## src/rtl/mul_div_unit.sv

```systemverilog
// rtl/mul_div_unit.sv - iterative 64-bit MUL/UMULH/UDIV/SDIV unit for the LEGv8 write-back path
//
// Ports:
//   CLK, RESET                 clock; synchronous active-high reset
//   START, OP, OPERAND_A/B     request; OP 00 MUL, 01 UMULH, 10 UDIV, 11 SDIV
//   DEST_REG                   destination register, echoed on RESULT_REG
//   BUSY                       high whenever the unit is not idle
//   RESULT, RESULT_REG         result and register index, held until next completion
//   RESULT_VALID               one-cycle write-enable pulse
//
// Optional feature macro: MDU_EARLY_OUT_EN
//   When defined, a zero operand completes in one cycle with RESULT=0.
//   When undefined, every operation takes WIDTH+1 cycles.

module mul_div_unit #(
    parameter int WIDTH      = 64,
    parameter int REG_ADDR_W = 5
) (
    input  logic                  CLK,
    input  logic                  RESET,
    input  logic                  START,
    input  logic [1:0]            OP,
    input  logic [WIDTH-1:0]      OPERAND_A,
    input  logic [WIDTH-1:0]      OPERAND_B,
    input  logic [REG_ADDR_W-1:0] DEST_REG,
    output logic                  BUSY,
    output logic [WIDTH-1:0]      RESULT,
    output logic [REG_ADDR_W-1:0] RESULT_REG,
    output logic                  RESULT_VALID
);

    localparam int CNT_W = $clog2(WIDTH);
    localparam logic [CNT_W-1:0] LAST_ITER = CNT_W'(WIDTH - 1);

    localparam logic [1:0] OP_MUL   = 2'b00;
    localparam logic [1:0] OP_UMULH = 2'b01;
    localparam logic [1:0] OP_UDIV  = 2'b10;
    localparam logic [1:0] OP_SDIV  = 2'b11;

    typedef enum logic [1:0] {
        S_IDLE = 2'd0,
        S_CALC = 2'd1,
        S_DONE = 2'd2
    } state_t;

    state_t                  state_q, state_d;
    logic [CNT_W-1:0]        cnt_q, cnt_d;
    logic [1:0]              op_q, op_d;
    // Multiplicand for MUL/UMULH, divisor magnitude for UDIV/SDIV.
    logic [WIDTH-1:0]        opnd_q, opnd_d;
    // Shared 2*WIDTH working register.
    //   multiply: {partial product high, multiplier bits still to consume}
    //   divide:   {partial remainder, dividend bits shifting out / quotient bits shifting in}
    logic [2*WIDTH-1:0]      p_q, p_d;
    logic                    neg_q, neg_d;
    logic                    dz_q, dz_d;
    logic [REG_ADDR_W-1:0]   dest_q, dest_d;
    logic [WIDTH-1:0]        result_q, result_d;
    logic [REG_ADDR_W-1:0]   result_reg_q, result_reg_d;
    logic                    result_valid_q, result_valid_d;

    // Operand magnitudes for signed division
    logic [WIDTH-1:0]        a_abs, b_abs;

    // One shift-add multiply step
    logic [WIDTH:0]          mul_sum;
    logic [2*WIDTH-1:0]      mul_next;

    // One restoring-divide step
    logic [WIDTH:0]          div_shift;
    logic                    div_ge;
    logic [WIDTH-1:0]        div_diff;
    logic [2*WIDTH-1:0]      div_next;

    logic [2*WIDTH-1:0]      p_next;
    logic [WIDTH-1:0]        quot;
    logic [WIDTH-1:0]        final_result;

    always_comb begin
        a_abs = OPERAND_A[WIDTH-1] ? -OPERAND_A : OPERAND_A;
        b_abs = OPERAND_B[WIDTH-1] ? -OPERAND_B : OPERAND_B;

        // Multiply: add multiplicand into the high half when the current
        // multiplier bit (LSB) is set, then shift the whole register right.
        // The carry out of the add becomes the new MSB.
        mul_sum  = {1'b0, p_q[2*WIDTH-1:WIDTH]} + (p_q[0] ? {1'b0, opnd_q} : {(WIDTH+1){1'b0}});
        mul_next = {mul_sum, p_q[WIDTH-1:1]};

        // Divide: shift the next dividend bit into the remainder and
        // subtract the divisor if it fits. The remainder is always below
        // the divisor afterwards, so a WIDTH-bit subtract is exact.
        div_shift = {p_q[2*WIDTH-1:WIDTH], p_q[WIDTH-1]};
        div_ge    = (div_shift >= {1'b0, opnd_q});
        div_diff  = div_shift[WIDTH-1:0] - opnd_q;
        div_next  = {(div_ge ? div_diff : div_shift[WIDTH-1:0]), p_q[WIDTH-2:0], div_ge};

        p_next = op_q[1] ? div_next : mul_next;
        quot   = p_next[WIDTH-1:0];

        // Result as it will be registered on the last iteration edge.
        // Quotient negation wraps, so MIN / -1 returns MIN.
        case (op_q)
            OP_MUL:   final_result = p_next[WIDTH-1:0];
            OP_UMULH: final_result = p_next[2*WIDTH-1:WIDTH];
            OP_UDIV:  final_result = dz_q ? '0 : quot;
            OP_SDIV:  final_result = dz_q ? '0 : (neg_q ? -quot : quot);
            default:  final_result = '0;
        endcase
    end

    always_comb begin
        state_d        = state_q;
        cnt_d          = cnt_q;
        op_d           = op_q;
        opnd_d         = opnd_q;
        p_d            = p_q;
        neg_d          = neg_q;
        dz_d           = dz_q;
        dest_d         = dest_q;
        result_d       = result_q;
        result_reg_d   = result_reg_q;
        result_valid_d = 1'b0;

        case (state_q)
            S_IDLE: begin
                if (START) begin
                    state_d = S_CALC;
                    cnt_d   = '0;
                    op_d    = OP;
                    dest_d  = DEST_REG;
                    if (OP[1]) begin
                        opnd_d = (OP == OP_SDIV) ? b_abs : OPERAND_B;
                        p_d    = {{WIDTH{1'b0}}, ((OP == OP_SDIV) ? a_abs : OPERAND_A)};
                        neg_d  = (OP == OP_SDIV) && (OPERAND_A[WIDTH-1] ^ OPERAND_B[WIDTH-1]);
                        dz_d   = (OPERAND_B == '0);
                    end else begin
                        opnd_d = OPERAND_A;
                        p_d    = {{WIDTH{1'b0}}, OPERAND_B};
                        neg_d  = 1'b0;
                        dz_d   = 1'b0;
                    end
`ifdef MDU_EARLY_OUT_EN
                    // Any zero operand gives zero for every op (0/x, x/0, 0*x),
                    // so skip the iterations entirely.
                    if ((OPERAND_A == '0) || (OPERAND_B == '0)) begin
                        state_d        = S_DONE;
                        result_d       = '0;
                        result_reg_d   = DEST_REG;
                        result_valid_d = 1'b1;
                    end
`endif
                end
            end

            S_CALC: begin
                p_d   = p_next;
                cnt_d = cnt_q + 1'b1;
                if (cnt_q == LAST_ITER) begin
                    state_d        = S_DONE;
                    cnt_d          = '0;
                    result_d       = final_result;
                    result_reg_d   = dest_q;
                    result_valid_d = 1'b1;
                end
            end

            S_DONE: begin
                state_d = S_IDLE;
            end

            default: begin
                state_d = S_IDLE;
            end
        endcase
    end

    always_ff @(posedge CLK) begin
        if (RESET) begin
            state_q        <= S_IDLE;
            cnt_q          <= '0;
            op_q           <= '0;
            opnd_q         <= '0;
            p_q            <= '0;
            neg_q          <= 1'b0;
            dz_q           <= 1'b0;
            dest_q         <= '0;
            result_q       <= '0;
            result_reg_q   <= '0;
            result_valid_q <= 1'b0;
        end else begin
            state_q        <= state_d;
            cnt_q          <= cnt_d;
            op_q           <= op_d;
            opnd_q         <= opnd_d;
            p_q            <= p_d;
            neg_q          <= neg_d;
            dz_q           <= dz_d;
            dest_q         <= dest_d;
            result_q       <= result_d;
            result_reg_q   <= result_reg_d;
            result_valid_q <= result_valid_d;
        end
    end

    assign BUSY         = (state_q != S_IDLE);
    assign RESULT       = result_q;
    assign RESULT_REG   = result_reg_q;
    assign RESULT_VALID = result_valid_q;

endmodule

```

## config.mk

```make
export PLATFORM = sky130hd
export DESIGN_NAME = mul_div_unit
export DESIGN_NICKNAME = d
export VERILOG_FILES = /design/src/rtl/mul_div_unit.sv
export SDC_FILE = /design/constraint.sdc
export NUM_CORES = 1
export LEC_CHECK = 0
export CAP_MARGIN = 20
export CORE_ASPECT_RATIO = 0.75
export CORE_MARGIN = 2
export CORE_UTILIZATION = 50
export CTS_CLUSTER_SIZE = 24
export DETAILED_ROUTE_END_ITERATION = 10
export PLACE_DENSITY_LB_ADDON = 0.05
export SLEW_MARGIN = 0
export SYNTH_ARGS = -nofsm -noshare
export SYNTH_HDL_FRONTEND = slang
export SYNTH_SLANG_ARGS = --single-unit
```

## constraint.sdc

```tcl
create_clock -name CLK -period 14.63 [get_ports CLK]
set_input_delay 2.926 -clock CLK [delete_from_list [all_inputs] [get_ports CLK]]
set_output_delay 2.926 -clock CLK [all_outputs]
set_load 0.01 [all_outputs]
```

==> summary.txt <==
CTS
  – Worst-Skew Late Latency: 0.62 ns
  – CTS Hold Bufs: 0
  – CTS tree: yes
  – Clk sinks: 279
  – Clock transition at path regs: 0.06 ns
  – Post_cts resized: 0
  – Maximum root-to-sink buffer count: 3
  – # Post-CTS Setup Buffers: 0
  – H-tree depth: 1
  – TritonCTS buffer count: 31
  – Root buf cell: clkbuf_16

STA
  – Final worst path period share: 0.459
  – Setup_tns: 0 ns
  – Clock skew: 0.0170 ns
  – FMAX: 149 MHz
  – Least-Margin Pin Slew: 1.27 ns
  – Slew Limit Headroom: 0.148
  – RSZ-0062 raised after global routing: false
  – Final setup margin: 7.92 ns
  – Final min period: 6.71 ns
  – Final Setup Violations: 0
  – Max Slew Vio Count: 0
  – Final hold violation count: 0

Yosys
  – Synth Area in XOR/XNOR: 0.0780
  – Synthesized area: 27300 µm²
  – Main combinational cell family by area after synthesis: compound AO/OA/AOI/OAI gates
  – Post-synth EDFFs: 0
  – Sequential area share after synthesis: 0.205
  – Ys async rst share: 0
  – Top_reg_cell synth: dfxtp_1
  – Distinct cells, synth: 108
  – Synth Instances: 3880
  – Post-synthesis register bit count: 279
  – Mux contribution to synthesized area: 0.0333
  – Simple-Gate Fraction of Synth Area: 0.242
  – Adder-Cell Fraction of Synth Area: 0.0620
  – Synth Area in Compound Gates: 0.319
  – Synth Net Count: 4152
  – Yosys warns: 0
  – Mapped Avg Cell Area: 7.03 µm²

Route
  – Drt initial violations: 5296
  – Routed WL per cell: 28.2 µm
  – Met2 wire len: 49400 µm
  – Total iterations of the first detailed-routing run: 6
  – Top sig layer: met5
  – DRT Wirelength: 131000 µm
  – Vias per Instance: 6.94
  – Post-DRT Antenna Nets: 0
  – Via count: 32200
  – DRC Markers: 0
  – Met1 WL: 53200 µm
  – WL met3: 19200 µm

Power and ir drop
  – Logic pwr share: 0.347
  – Part of the power in registers: 0.333
  – Switching share of total power: 0.403
  – P_sw: 1.06 mW
  – Power Dens Cells: 85.5 nW/µm²
  – Lkg Pwr: 11.8 nW
  – Worst VDD drop: 0.0926 mV
  – Internal: 1.56 mW
  – Clock network power share: 0.320

Placed design
  – DP Area: 29600 µm²
  – Worst slack, placed: 7.77 ns
  – RePlAce Congestion: 1.14
  – Buffers on Ports: 208
  – Dpl hpwl: 101000 µm

Floorplan
  – Horiz. Die Dim: 274 µm
  – Ports: 209
  – Row cnt: 74
  – Core area: 54200 µm²
  – Die area: 56500 µm²
  – Die height: 206 µm
  – Effective utilization at floorplan: 0.504

Critical path
  – Crit path max fanout: 30
  – CP arrival: 7.27 ns
  – Kind of end point of the critical path: flip-flop
  – Worst path required time: 15.19 ns
  – Critical path class: reg2reg
  – Critical Path Start Type: flip-flop

Global route
  – Vias in the first global route: 28700
  – Gr usage total: 0.446
  – Initial antenna violation count: 10
  – Global route overflow: 0
  – First-pass GRT wire length: 190000 µm
  – Largest net degree at the start of global routing: 155

Layout
  – Synthesis-to-layout area growth: 12.3%
  – Final instance area: 30700 µm²
  – Post-layout net count: 4158
  – Share of post-route cells with drive strength above 1: 0.0555
  – Commonest non-fill, non-tap cells in the layout: nor2_1 (483), a21oi_1 (397), nand2_1 (363), dfxtp_1 (276), o21ai_0 (228)
  – Most common cell after layout, fill and taps aside: nor2_1

Job
  – MaxCap Viol Count: 0

Hold path
  – Hold Path Class: reg2reg

Outcome
  – Status: finished clean
==> stage by stage <==
step / hold WS, ns / std cells / util / power (mW)
4_1_cts: 0.450 / 4631 / 0.565 / 2.57
6_report: 0.448 / 4635 / 0.566 / 2.62
3_3_place_gp: 0.432 / 4573 / 0.546 / 1.74
2_1_floorplan: 0.432 / 3880 / - / 1.41
5_1_grt: 0.463 / 4633 / 0.566 / 2.70
3_5_place_dp: 0.444 / 4573 / 0.546 / 1.75
==> cell usage after synthesis (all sizes together), types with 38 or more instances <==
library cell / n / area [µm²]
a211oi: 109 / 823
a21o: 84 / 631
a21oi: 398 / 2000
a221oi: 62 / 549
a31oi: 61 / 382
and2: 79 / 494
and3: 40 / 250
buf: 59 / 295
clkbuf: 226 / 851
dfxtp: 279 / 5590
ha: 132 / 1650
inv: 135 / 507
mux2i: 59 / 591
nand2: 365 / 1370
nand3: 68 / 340
nand4: 59 / 382
nor2: 489 / 1850
nor3: 94 / 485
o211ai: 51 / 388
o21ai: 248 / 1240
o31ai: 38 / 299
or3: 46 / 298
xnor2: 147 / 1290
xor2: 96 / 841
==> cell type report <==
type	count	area [µm²]
antenna	2	5.00
clock buffer	37	838
clock inverter	21	215
fill	5165	23500
inverter	136	510
multi-input combinational	3180	20100
sequential	279	5590
tap	722	903
timing repair buffer	258	2490
==> state kept, by name, summed over array words and instances (netlist names) <==
signal	cells
p_q	128
RESULT	64
opnd_q	64
cnt_q	6
RESULT_REG	5
dest_q	5
op_q	2
state_q	2
RESULT_VALID	1
dz_q	1
neg_q	1
==> routing by layer <==
layer | global-route usage | vias up
met5 | 0 | -
met4 | 0.262 | 12
met3 | 0.146 | 420
met2 | 0.599 | 2440
met1 | 0.613 | 15100
li1 | - | 14200
==> power by group through the flow <==
stage / clock, mW / sequential (mW) / combinational (mW)
2_1_floorplan: 0 / 0.836 / 0.578
3_3_place_gp: 0 / 0.881 / 0.856
3_5_place_dp: 0 / 0.882 / 0.864
4_1_cts: 0.839 / 0.865 / 0.867
5_1_grt: 0.869 / 0.873 / 0.956
6_report: 0.838 / 0.873 / 0.910
==> final timing paths <==
kind,from,to,slack [ns],cells past startpoint
worst max-delay path,opnd_q[24],RESULT[56],7.92,21
worst min-delay path,RESULT[5],RESULT[5],0.45,2
worst max register to register,opnd_q[24],RESULT[56],7.92,21
worst min register to register,RESULT[5],RESULT[5],0.45,2
==> cells by family after synthesis <==
family          count (synthesis)
simple gates                 1392
fa+ha+maj                     134
flops                         279
xor+xnor                      243
mux                            87
compound gates               1324
buf+inv                       421
==> critical path, stage by stage, from the launching register on <==
cell and delay (ns):
dfxtp_1 0.42, inv_1 0.07, ha_1 0.39, a21oi_1 0.36
o21ai_0 0.19, or4_1 0.66, o211ai_2 0.45, a2111o_2 0.32
a21boi_2 0.12, nor2_4 0.69, a21o_1 0.27, ha_1 0.22
o211ai_1 0.14, nor4_1 0.30, nand4b_1 0.47, o41ai_2 0.45
nand2_1 0.09, nand2_1 0.09, a21oi_1 0.07, a2bb2oi_1 0.16
a2111oi_0 0.52, o21a_1 0.18
Note: power is estimated with default switching activity, not from simulation.
